<file path="config.mk">
export PLATFORM = sky130hd
export DESIGN_NAME = serial_sub10
export DESIGN_NICKNAME = d
export VERILOG_FILES = /design/src/rtl/serial_arith_pkg.sv /design/src/rtl/fs_cell.sv /design/src/rtl/serial_sub10.sv
export SDC_FILE = /design/constraint.sdc
export NUM_CORES = 1
export LEC_CHECK = 0
export BUFFER_PORTS_ARGS = -buffer_cell sky130_fd_sc_hd__buf_4
export CAP_MARGIN = 20
export CORE_AREA = 4 4 64 66
export CTS_BUF_LIST = sky130_fd_sc_hd__clkbuf_8
export DETAILED_ROUTE_END_ITERATION = 10
export DIE_AREA = 0 0 68 70
export HOLD_SLACK_MARGIN = 0.06
export PLACE_DENSITY = 0.79
export SETUP_SLACK_MARGIN = 0.02
export SLEW_MARGIN = 20
export SYNTH_ARGS = -nofsm -noshare
export SYNTH_HDL_FRONTEND = slang
export SYNTH_SLANG_ARGS = --single-unit
</file>
<file path="constraint.sdc">
create_clock -name clk -period 2.1 [get_ports clk]
set_input_delay 0.315 -clock clk [delete_from_list [all_inputs] [get_ports clk]]
set_output_delay 0.315 -clock clk [all_outputs]
set_load 0.005 [all_outputs]
</file>
<file path="src/rtl/serial_arith_pkg.sv">
// Shared types and constants for the bit-serial arithmetic blocks.
package serial_arith_pkg;

    typedef enum logic [1:0] {
        IDLE = 2'd0,
        RUN  = 2'd1,
        DONE = 2'd2
    } state_t;

    localparam int SUB_WIDTH = 10;

    // Bits needed to count 0..value-1; never less than one bit.
    function automatic int clog2(input int value);
        int r;
        r = 1;
        while ((1 << r) < value) begin
            r = r + 1;
        end
        return r;
    endfunction

endpackage

</file>
<file path="src/rtl/fs_cell.sv">
// One-bit full subtractor: di = ai - bi - bin, with borrow-out.
module fs_cell (
    input  logic ai,
    input  logic bi,
    input  logic bin,
    output logic di,
    output logic bout
);

    assign di   = ai ^ bi ^ bin;
    assign bout = (~ai & bi) | (~(ai ^ bi) & bin);

endmodule

</file>
<file path="src/rtl/serial_sub10.sv">
// Bit-serial ripple-borrow subtractor, LSB first, one bit per clock,
// with valid/ready handshakes on the operand and result sides.
module serial_sub10
    import serial_arith_pkg::*;
#(
    parameter int WIDTH = SUB_WIDTH
) (
    input  logic             clk,
    input  logic             rst_n,
    input  logic             in_valid,
    output logic             in_ready,
    input  logic [WIDTH-1:0] a,
    input  logic [WIDTH-1:0] b,
    output logic             out_valid,
    input  logic             out_ready,
    output logic [WIDTH-1:0] d,
    output logic             borrow
);

    localparam int CW = clog2(WIDTH);

    state_t           state_reg;
    state_t           state_next;
    logic [WIDTH-1:0] a_sh_reg;
    logic [WIDTH-1:0] b_sh_reg;
    logic [WIDTH-1:0] d_reg;
    logic             br_reg;
    logic             borrow_reg;
    logic [CW-1:0]    cnt_reg;

    logic             di;
    logic             bout;
    logic             accept;
    logic             last_bit;
    logic             out_fire;

    fs_cell u_fs_cell (
        .ai   (a_sh_reg[0]),
        .bi   (b_sh_reg[0]),
        .bin  (br_reg),
        .di   (di),
        .bout (bout)
    );

    assign accept   = in_valid && in_ready;
    assign out_fire = out_valid && out_ready;
    assign last_bit = (state_reg == RUN) && (cnt_reg == CW'(WIDTH - 1));

    always_ff @(posedge clk or negedge rst_n) begin
        if (!rst_n) begin
            state_reg <= IDLE;
        end else begin
            state_reg <= state_next;
        end
    end

    always_comb begin
        state_next = state_reg;
        case (state_reg)
            IDLE:    if (accept)   state_next = RUN;
            RUN:     if (last_bit) state_next = DONE;
            DONE:    if (out_fire) state_next = IDLE;
            default: state_next = IDLE;
        endcase
    end

    always_comb begin
        in_ready  = (state_reg == IDLE);
        out_valid = (state_reg == DONE);
    end

    // The A register doubles as the result register: each difference bit
    // enters at the MSB as the consumed minuend bit leaves at the LSB.
    always_ff @(posedge clk or negedge rst_n) begin
        if (!rst_n) begin
            a_sh_reg   <= '0;
            b_sh_reg   <= '0;
            br_reg     <= 1'b0;
            cnt_reg    <= '0;
            d_reg      <= '0;
            borrow_reg <= 1'b0;
        end else if (accept) begin
            a_sh_reg <= a;
            b_sh_reg <= b;
            br_reg   <= 1'b0;
            cnt_reg  <= '0;
        end else if (state_reg == RUN) begin
            a_sh_reg <= {di, a_sh_reg[WIDTH-1:1]};
            b_sh_reg <= {1'b0, b_sh_reg[WIDTH-1:1]};
            br_reg   <= bout;
            cnt_reg  <= cnt_reg + 1'b1;
            if (last_bit) begin
                d_reg      <= {di, a_sh_reg[WIDTH-1:1]};
                borrow_reg <= bout;
            end
        end
    end

    assign d      = d_reg;
    assign borrow = borrow_reg;

endmodule
</file>
After elaboration in Yosys (flattened, before gate mapping)
Cells that the tools add are included.
{ "word_totals": {"output_inout_bits": 13, "word_cells": 41, "input_bits": 24, "regBits": 38} }
{ "op_classes": {"bitwise_logic": 8, "mux": 12, "reduce_logical": 7, "n_eq_ne": 6, "addsub": 1} }
{ "ops": {"columns": ["cell", "count"], "rows": [
  ["10-bit two-way mux", 4],
  ["4-bit two-way mux", 2],
  ["2-bit two-way mux", 3],
  ["2-bit one-hot mux with 3 select lines", 1],
  ["3-bit AND reduction", 2],
  ["4-bit by 1-bit adder with 4-bit output (second input constant)", 1],
  ["4-bit == test (second input constant)", 1],
  ["2-bit by 1-bit != test with 1-bit output (second input constant)", 2],
  ["1-bit logical AND", 3],
  ["1-bit NOT", 3],
  ["1-bit AND", 2],
  ["2-bit by 1-bit == test with 1-bit output (second input constant)", 1],
  ["2-bit == test (second input constant)", 1],
  ["2-bit logical NOT", 1],
  ["1-bit two-way mux", 2],
  ["2-bit != test (second input constant)", 1],
  ["2-bit nonzero test", 1],
  ["1-bit bitwise XOR", 2],
  ["1-bit bitwise OR", 1]
]} }

Logic depth before layout (Yosys ltp)
Gate-level depths: netlist (run 1).
{ "depth": {"depth_word": 6, "depth_mapped": 6, "depth_no_buf": 5} }

Cells and area by module
From an unflattened synthesis (run 1), not the netlist that was laid out.
{ "hier_totals": {"cells_unflattened": 150, "area_unflattened_um2": 1680.4} }
{ "by_module_without_submodules": {"columns": ["module", "instances", "area_each_um2", "cells_per_inst"], "rows": [
  ["serial_sub10", 1, 1649.1, 146],
  ["fs_cell", 1, 31.3, 4]
]} }

Least setup slack after synthesis (run 1)
No wires, ideal clock.
{ "synth_path": {"path_type": "register to register", "start": "reg state_reg[1]", "end": "reg d_reg[3] (netlist: d[3])", "period_less_slack_ps": 1495, "path_slack_ps": 605, "stages_incl_launch_ff": 6, "setup_ps": 125, "t_required_ps": 1975, "arrival_ps": 1370, "n_path_buf": 2, "cell_sequence": "dfrtp_1 > nand2b_1 > buf_6 > nor3_4 > buf_6 > mux2_2"} }
{ "synth_via": {"elab_chain_len": 4} }
{ "synth_rtl": {"columns": ["item", "line_no", "source"], "rows": [
  ["start: declaration", "serial_sub10.sv:22", "state_t state_reg;"],
  ["start signal: assignment", "serial_sub10.sv:53", "state_reg <= state_next;"],
  ["2-bit logical NOT", "serial_sub10.sv:68", "in_ready = (state_reg == IDLE);"],
  ["1-bit logical AND", "serial_sub10.sv:45", "assign accept = in_valid && in_ready;"],
  ["1-bit NOT (no line)", null, null],
  ["3-bit AND reduction (no line) *", null, null],
  ["end signal: assignment", "serial_sub10.sv:93", "d_reg <= {di, a_sh_reg[WIDTH-1:1]};"],
  ["end: declaration", "serial_sub10.sv:26", "logic [WIDTH-1:0] d_reg;"]
]} }
Every way passes the cells marked *; elsewhere a longest branch is shown, timed or not.
A chain may end at the register's enable or synchronous reset.

Worst setup path in the final report (run 1)
{ "layout_path": {"start": "reg cnt_reg[1]", "end": "reg d_reg[5] (netlist: d[5])"} }
{ "layout_via": {"elab_chain_len": 3} }
{ "layout_rtl": {"columns": ["item", "line_no", "source"], "rows": [
  ["start: declaration", "serial_sub10.sv:29", "logic [CW-1:0] cnt_reg;"],
  ["start signal: assignment", "serial_sub10.sv:91", "cnt_reg <= cnt_reg + 1'b1;"],
  ["4-bit == test", "serial_sub10.sv:47", "assign last_bit = (state_reg == RUN) && (cnt_reg == CW'(WIDTH - 1));"],
  ["1-bit logical AND", "serial_sub10.sv:47", null],
  ["3-bit AND reduction (no line)", null, null]
]} }
No other way between the ends.

==> metrics.yaml, run 1 <==
yosys.area.top_type: "dfrtp_1"
vias: 1293
wl_per_cell_um: 13.3
yosys_register_bits: 38
clock_latency_ps: 280
coreArea_sq_um: 3580
crit_type: "register to register"
cts_buffers: 5
syn_to_final_growth_pct: 24.3
leakagePower_uw: 0.00101
clkSlewWorstSetupHoldPaths_ps: 70
grt_pass1_vias: 1258
maxSlewHeadroom: 0.688
insertedDiodeCount: 0
cts_resized: 0
cap_viol_max_count: 0
finalHoldViolations: 0
synth.top_cell.area_share: 0.564
drc: 0
die_w_um: 68
die_area_sq_um: 4760
report.final.setup_viol: 0
vias_per_cell: 5.11
initialDrtViolationCount: 58
synth.distinct_cells: 27
ys.warnings.count: 0
cts_tree: "yes"
track_usage: 0.162
use_met1: 0.223
initial_core_util: 0.471
final_layout_size_suffix_gt1_frac: 0.288
firstDrtPassIters: 4
min_period_over_period: 0.703
cts-root-buf: "clkbuf_8"
outcome: "finished, final reports clean"
rows: 22
synthCells: 166
tightest_slew_ps: 468
p_per_area_nw_per_um2: 1430
place_congestion: 0.722
final_core_util: 0.586
critPathRequiredTime_ps: 2270
cp_max_fo: 7
grt_pass1_wl_um: 5870
nets: 233
drt-total-wl_um: 3370
top_usage_layer: "met2"
syn-num-nets: 193
synthesis.area_sq_um: 1690
crit_arrival_ps: 1640
hpwl_um: 2310
grt_use_met2: 0.229
die_h_um: 70
slew_viol_final: 0
fin_skew_ps: 4.73
htree_levels: 2
ios: 37
cts_buffer_depth: 2
fin_tns_setup_ps: 0
grt_max_degree: 42
cts_setup_buffers: 0
holdCritPathClass: "input pin to register"
yosysSeqAreaShare: 0.564
critPathLaunchType: "register"
grt_antenna_before_repair: 0
clock_sinks: 38
power_uw: 3000
holdBufCountCts: 1
max_freq_mhz: 678
port_buffers: 36
grt_setup_unrepaired: "no"
overflow: 0
peakVddDrop_v: 0.000721
synth.avg_cell_area_sq_um: 10.2
endpoint_kind: "register"
timing.final.crit_period_ps: 1480
yosys-top-cells-area: "dfrtp_1 56%, nand2_1 8.7%, mux2_2 6.0%"
antenna_left: 0
use_met3: 0.0691
per-layer routing:
layer,vias to the layer above,share of wire
li1,638,-
met1,615,0.45
met2,35,0.47
met3,5,0.065
met4,0,0.012
met5,-,0
through the flow:
step	cell area, sq um	setup slack [ps]	hold slack (ps)	cells
after detailed placement	2000	637	299	246
after floorplan	1690	605	19.4	166
final	2100	624	230	253
after global placement	2000	675	302	246
after global routing	2100	542	238	253
after CTS	2100	622	232	253
cells in the final DEF (no fill, tap or decap), types with 2 or more instances in the layout:
cell	n
nand3_1	7
o21ai_0	5
inv_1	5
a22oi_1	2
a31oi_1	16
mux2_2	9
dfrtp_1	38
ha_1	2
nor2_1	17
mux2i_1	2
buf_4	43
nand2_1	39
clkbuf_8	6
synthesized netlist by cell type:
cell,instances
nand2_1,39
dfrtp_1,38
nor2_1,17
a31oi_1,16
mux2_2,9
buf_2,7
nand3_1,7
inv_1,5
o21ai_0,5
a22oi_1,2
buf_6,2
clkbuf_1,2
ha_1,2
mux2i_1,2
a21o_1,1
a221o_1,1
and2b_1,1
fa_1,1
mux2_1,1
nand2b_1,1
nand3b_1,1
nand4_1,1
nor2b_1,1
nor3_1,1
nor3_4,1
nor3b_1,1
or3b_1,1
worst paths after layout:
check | start | end | slack [ps] | cells after the start
min in group asynchronous | rst_n | d[8]$_DFFE_PN0P_ | 530 | 2
max reg2reg | cnt_reg[1]$_DFFE_PN0P_ | d[5]$_DFFE_PN0P_ | 620 | 6
min reg2reg | cnt_reg[3]$_DFFE_PN0P_ | cnt_reg[3]$_DFFE_PN0P_ | 500 | 1
max | cnt_reg[1]$_DFFE_PN0P_ | d[5]$_DFFE_PN0P_ | 620 | 6
min | b[9] | b_sh_reg[9]$_DFFE_PN0P_ | 230 | 3
max in group asynchronous | rst_n | d[3]$_DFFE_PN0P_ | 1240 | 2
kinds of logic (layout without fill, tap and decap cells):
kind of cell	count (synthesis)	in the layout	share of synthesized area
AO/OA/AOI/OAI	25	25	0.0935
adder cells (fa/ha/maj)	3	3	0.0267
buffers and inverters	16	55	0.0497
flip-flops	38	38	0.564
multiplexers	12	12	0.0786
AND/OR/NAND/NOR	72	72	0.188
where the power goes:
part | total [uW] | leakage (uW) | internal (uW) | switching (uW)
logic | 1170 | 0.000508 | 592 | 580
registers | 1350 | 0.000456 | 1100 | 252
clock network | 477 | 0.0000431 | 253 | 224
total | 3000 | 0.00101 | 1940 | 1060
critical path, stage by stage, from the launching register on:
cell	delay, ps
dfrtp_1	410
inv_1	70
ha_1	130
nand2_1	90
nor3_4	140
buf_4	190
mux2_2	340
layout make-up:
cell class | instances | area (sq um)
Fill cell | 325 | 1480
Tap cell | 48 | 60.1
Multi-Input combinational cell | 112 | 652
Timing Repair Buffer | 44 | 333
Clock buffer | 6 | 82.6
Sequential cell | 38 | 951
Inverter | 5 | 18.8
(Power assumes the default switching activity.)
==> run 2, diff against run 1 <==
--- a/config.mk
+++ b/config.mk
@@ -5,14 +5,15 @@
 export SDC_FILE = /design/constraint.sdc
 export NUM_CORES = 1
 export LEC_CHECK = 0
+export ABC_AREA = 1
 export BUFFER_PORTS_ARGS = -buffer_cell sky130_fd_sc_hd__buf_4
 export CAP_MARGIN = 20
-export CORE_AREA = 4 4 64 66
+export CORE_AREA = 4 4 67 69
 export CTS_BUF_LIST = sky130_fd_sc_hd__clkbuf_8
 export DETAILED_ROUTE_END_ITERATION = 10
-export DIE_AREA = 0 0 68 70
+export DIE_AREA = 0 0 71 73
 export HOLD_SLACK_MARGIN = 0.06
-export PLACE_DENSITY = 0.79
+export PLACE_DENSITY = 0.82
 export SETUP_SLACK_MARGIN = 0.02
 export SLEW_MARGIN = 20
 export SYNTH_ARGS = -nofsm -noshare
==> constraint.sdc (replaced) <==
create_clock -name clk -period 1.3 [get_ports clk]
set_input_delay 0.195 -clock clk [delete_from_list [all_inputs] [get_ports clk]]
set_output_delay 0.195 -clock clk [all_outputs]
set_load 0.005 [all_outputs]
==> run 2 against run 1 <==
Net effect: die area grew 8.9%; sequential share of layout area shrank 8.8 points; final area grew 24%; the flow now finishes with violations (setup timing); synthesized cell count grew 43%; largest cell class unchanged.
==> metrics.yaml, run 2 <==
coreArea_sq_um: 3910
final_common_cell: "nand2_1"
synth.top_cell.area_share: 0.504
endpoint_kind: "register"
timing.final.crit_period_ps: 1310
synth.avg_cell_area_sq_um: 7.93
cts_tree: "yes"
crit_type: "register to register"
antenna_left: 0
grt_pass1_vias: 1507
synth.distinct_cells: 17
cp_max_fo: 5
leakagePower_uw: 0.00143
maxSlewHeadroom: 0.681
min_period_over_period: 1.01
worstHoldStart: "out_ready"
cts_buffer_depth: 2
finalHoldViolations: 0
final_layout_size_suffix_gt1_frac: 0.342
die_w_um: 71
yosys-top-cells-area: "dfrtp_1 50%, nand2_1 22%, inv_1 5.8%"
synth.most_common_cell: "nand2_1"
grt_setup_unrepaired: "yes"
clkSlewWorstSetupHoldPaths_ps: 70
tightest_slew_ps: 479
layout_common_cells: "105 x nand2_1, 48 x buf_4, 37 x dfrtp_1"
yosysSeqAreaShare: 0.504
insertedDiodeCount: 0
fillCellCount: 330
peakVddDrop_v: 0.000782
r2r-start: "cnt_reg[1]$_DFFE_PN0P_"
max_freq_mhz: 763
synthTopCellsByCount: "110 x nand2_1, 38 x dfrtp_1, 29 x inv_1"
hpwl_um: 2650
overflow: 0
slew_viol_final: 0
drc: 0
worstHoldPathCells: 2
violations: "setup timing"
p_per_area_nw_per_um2: 2170
hold_end: "state_reg[1]$_DFFE_PN0P_"
cap_viol_max_count: 0
register_area_sq_um: 952
nets: 320
grt_max_degree: 39
die_area_sq_um: 5180
ios: 37
reg2reg_to: "d[2]$_DFFE_PN0P_"
ys.warnings.count: 0
report.final.setup_viol: 4
vias_per_cell: 4.88
vias: 1670
async_flop_share: 1.00
port_buffers: 36
r2r_cells: 8
syn_to_final_growth_pct: 38.1
wl_per_cell_um: 13.2
outcome: "finished, violations left"
critPathLaunchType: "register"
die_h_um: 73
synth-edff-count: 0
multi_input_area_sq_um: 861
syn-num-nets: 265
holdCritPathClass: "input pin to register"
ys.flop_type: "dfrtp_1"
drt-total-wl_um: 4500
critPathRequiredTime_ps: 1490
fin_tns_setup_ps: -20.3
track_usage: 0.161
cts-root-buf: "clkbuf_8"
preCtsSetupSlack_ps: -11.4
initialDrtViolationCount: 106
place_congestion: 0.759
reg2reg_slack_ps: -10
clock_sinks: 38
final_core_util: 0.666
whs_ps: 78.0
initial_core_util: 0.482
yosys.area.top_type: "dfrtp_1"
clock_latency_ps: 290
cts_buffers: 5
fin_skew_ps: 5.23
grt_pass1_wl_um: 6490
firstDrtPassIters: 4
synthesis.area_sq_um: 1890
rows: 23
timing.final.ws_setup_ps: -10.6
synthCells: 238
grt_antenna_before_repair: 0
yosys_register_bits: 38
htree_levels: 2
crit_arrival_ps: 1500
==> run 2: cell types whose count changed in the layout (fill, tap and decap cells not counted), moves of 5 or more <==
cell     change
nand2_1     +66
inv_1       +20
a31oi_1     -16
nor2_1      -15
nand2_4     +13
o21ai_2     +11
mux2_2       -9
buf_4        +5
inv_2        +5
o21ai_0      +5
==> run 2: how the worst max path moves through the flow <==
stage,start,end,cells past startpoint
after global routing,cnt_reg[1]$_DFFE_PN0P_,d[0]$_DFFE_PN0P_,8
after detailed placement,b_sh_reg[0]$_DFFE_PN0P_,a_sh_reg[9]$_DFFE_PN0P_,6
final,cnt_reg[1]$_DFFE_PN0P_,d[2]$_DFFE_PN0P_,8
after CTS,b_sh_reg[0]$_DFFE_PN0P_,a_sh_reg[9]$_DFFE_PN0P_,6
after global placement,b_sh_reg[0]$_DFFE_PN0P_,a_sh_reg[9]$_DFFE_PN0P_,6
after floorplan,cnt_reg[1]$_DFFE_PN0P_,borrow$_DFFE_PN0P_,8
==> run 2: final cells by class <==
cell class	count	area share
Sequential cell	38	0.366
Multi-Input combinational cell	160	0.330
Clock buffer	6	0.0317
Timing Repair Buffer	57	0.203
Tap cell	50	0.0240
Inverter	31	0.0456
==> run 2: cell families (layout without fill, tap and decap cells) <==
group           after synthesis  after routing  synth area share
compound gates               23             23            0.0822
xor+xnor                      1              1           0.00464
buf+inv                      40             94            0.0988
flops                        38             38             0.504
simple gates                133            133             0.286
fa+ha+maj                     3              3            0.0239
==> run 2: timing repair <==
item | in CTS | in global routing
pin swaps | 1 | 6
cloned | 0 | 5
endpoints found under the hold margin | 38 | 0
hold buffers | 1 | 0
setup buffers | 0 | 5
setup endpoints to repair | 4 | 34
gates resized for setup | 2 | 32
==> run 2: stage by stage <==
step	instances	instance area, sq um	power, uW
2_1_floorplan	238	1890	3440
3_3_place_gp	325	2260	4170
3_5_place_dp	325	2260	4280
4_1_cts	332	2360	5100
5_1_grt	342	2610	6080
6_report	342	2610	5640
==> run 2: per-layer routing <==
metal	part of all wire	GRT usage	up-vias
met1	0.41	0.199	781
met5	0	0	-
met4	0.016	0.0752	0
li1	-	-	819
met3	0.064	0.0523	8
met2	0.51	0.258	62
==> run 2: critical path, cell delays in order, from the launching register on <==
cell and delay (ps):
dfrtp_1 400, inv_2 90, ha_4 130, nand2_4 50, nor2_4 140, nand2_4 100
clkbuf_16 190, nand2_4 50, o21ai_2 40
==> run 2: power by group <==
part | internal [uW] | total [uW] | switching, uW | leakage [uW]
combinational | 1290 | 2710 | 1420 | 0.000907
sequential | 1710 | 2140 | 430 | 0.000477
clock | 408 | 791 | 383 | 0.0000431
==> run 3, diff against run 2 <==
--- a/config.mk
+++ b/config.mk
@@ -14,6 +14,7 @@
 export DIE_AREA = 0 0 71 73
 export HOLD_SLACK_MARGIN = 0.06
 export PLACE_DENSITY = 0.82
+export REMOVE_ABC_BUFFERS = 1
 export SETUP_SLACK_MARGIN = 0.02
 export SLEW_MARGIN = 20
 export SYNTH_ARGS = -nofsm -noshare
==> run 3 against run 2 <==
Net effect: the flow still finishes with violations (setup timing); wire length shrank 3.2%; sequential power about the same; global-route usage grew 0.48 points; count of clock-buffer cells in the layout unchanged; utilization decreased by 1.3 points; fmax is 0.56% higher; register-to-register slack barely moved; total power fell by 3.4%.
==> metrics.yaml, run 3 (synthesis gave the netlist of run 2 again) <==
outcome: "finished, violations left"
violations: "setup timing"
holdCritPathClass: "input pin to register"
layout_common_cells: "104 x nand2_1, 45 x buf_4, 37 x dfrtp_1"
startpoint: "cnt_reg[1]$_DFFE_PN0P_"
grt_setup_unrepaired: "yes"
place_congestion: 0.753
peakVddDrop_v: 0.000852
initial_core_util: 0.482
hpwl_um: 2560
r2r_cells: 8
htree_levels: 2
grt_pass1_wl_um: 6610
wl_per_cell_um: 12.8
reg2reg_to: "d[3]$_DFFE_PN0P_"
crit_type: "register to register"
clock_latency_ps: 290
tightest_slew_ps: 483
coreArea_sq_um: 3910
place_area_sq_um: 2250
vias_per_cell: 4.88
design_area_sq_um: 2550
slew_viol_final: 0
preCtsSetupSlack_ps: -11.8
drt-total-wl_um: 4360
vias: 1660
cts_buffer_depth: 2
syn_to_final_growth_pct: 35.3
final_core_util: 0.652
critPathLaunchType: "register"
cpMostUsedCell: "nand2_4"
final_common_cell: "nand2_1"
crit_buf_inv: 2
max_freq_mhz: 767
die_w_um: 71
maxSlewHeadroom: 0.678
endpoint_kind: "register"
die_area_sq_um: 5180
r2r-start: "cnt_reg[1]$_DFFE_PN0P_"
critical-path-top-delay-family: "flip-flops"
insertedDiodeCount: 0
fin_skew_ps: 8.27
crit_arrival_ps: 1480
nets: 316
cts_tree: "yes"
p_per_area_nw_per_um2: 2130
cts-root-buf: "clkbuf_8"
reg2reg_slack_ps: -3
critPathRequiredTime_ps: 1480
track_usage: 0.166
port_buffers: 36
grt_max_degree: 39
grt_antenna_before_repair: 0
worstPathCellList: "inv_1 -> ha_2 -> nand2_2 -> nor2_4 -> nand2_4 -> clkbuf_16 -> nand2_4 -> o21ai_2"
overflow: 0
finalHoldViolations: 0
antenna_left: 0
clock_sinks: 38
path_depth: 8
rows: 23
cts_buffers: 5
firstDrtPassIters: 4
endpoint: "d[3]$_DFFE_PN0P_"
final_layout_size_suffix_gt1_frac: 0.334
report.final.setup_viol: 2
initialDrtViolationCount: 106
fin_tns_setup_ps: -3.40
cpPeakStageDelay_ps: 400
leakagePower_uw: 0.00140
min_period_over_period: 1.00
cp_max_fo: 5
die_h_um: 73
ios: 37
timing.final.ws_setup_ps: -3.31
timing.final.crit_period_ps: 1300
drc: 0
cap_viol_max_count: 0
clkSlewWorstSetupHoldPaths_ps: 80
whs_ps: 66.5
slowest_stage: "dfrtp_1"
grt_pass1_vias: 1513
## run 3: repair_timing
action / in CTS / in global routing
setup endpoints to repair: 11 / 31
cloned: 0 / 3
pin swaps: 0 / 3
buffers inserted: 1 / 3
endpoints found under the hold margin: 38 / 0
hold buffers: 1 / 0
gates resized for setup: 2 / 33
## run 3: worst reg2reg max path, cell delays in order (launching register included)
cell and delay [ps]:
dfrtp_1 400, inv_1 80, ha_2 170, nand2_2 60, nor2_4 110, nand2_4 90
clkbuf_16 180, nand2_4 50, o21ai_2 40
## run 3: worst min-delay path by stage
stage | startpoint | end | slack (ps) | depth (start not counted)
5_1_grt | out_ready | state_reg[1]$_DFFE_PN0P_ | 60 | 2
6_report | out_ready | state_reg[1]$_DFFE_PN0P_ | 70 | 2
2_1_floorplan | rst_n | a_sh_reg[0]$_DFFE_PN0P_ | -100 | 0
3_3_place_gp | rst_n | a_sh_reg[6]$_DFFE_PN0P_ | 190 | 1
4_1_cts | out_ready | state_reg[1]$_DFFE_PN0P_ | 60 | 2
3_5_place_dp | rst_n | a_sh_reg[6]$_DFFE_PN0P_ | 190 | 1
## run 3: through the flow
stage               instances  total power [uW]
finish                    340              5450
global route              340              5930
CTS                       334              5120
detailed placement        324              4240
global placement          324              4140
floorplan                 229              3320
## run 3: cell type report
class	count	area [sq um]
Fill cell	349	1360
Sequential cell	38	952
Multi-Input combinational cell	160	847
Timing Repair Buffer	53	480
Inverter	31	119
Clock buffer	6	82.6
Tap cell	50	62.6
Clock inverter	2	8.76
## run 3: routing by layer
| metal | vias to the layer above | wire (um) | track usage |
|---|---|---|---|
| met1 | 806 | 1830 | 0.195 |
| li1 | 813 | - | - |
| met4 | 0 | 74 | 0.0689 |
| met3 | 6 | 218 | 0.0523 |
| met2 | 35 | 2230 | 0.283 |
| met5 | - | 0 | 0 |
## run 3: report_power, final
| part | switching (uW) | total (uW) | internal (uW) |
|---|---|---|---|
| clock network | 403 | 822 | 420 |
| logic | 1350 | 2520 | 1170 |
| registers | 396 | 2110 | 1710 |
| total | 2150 | 5450 | 3300 |
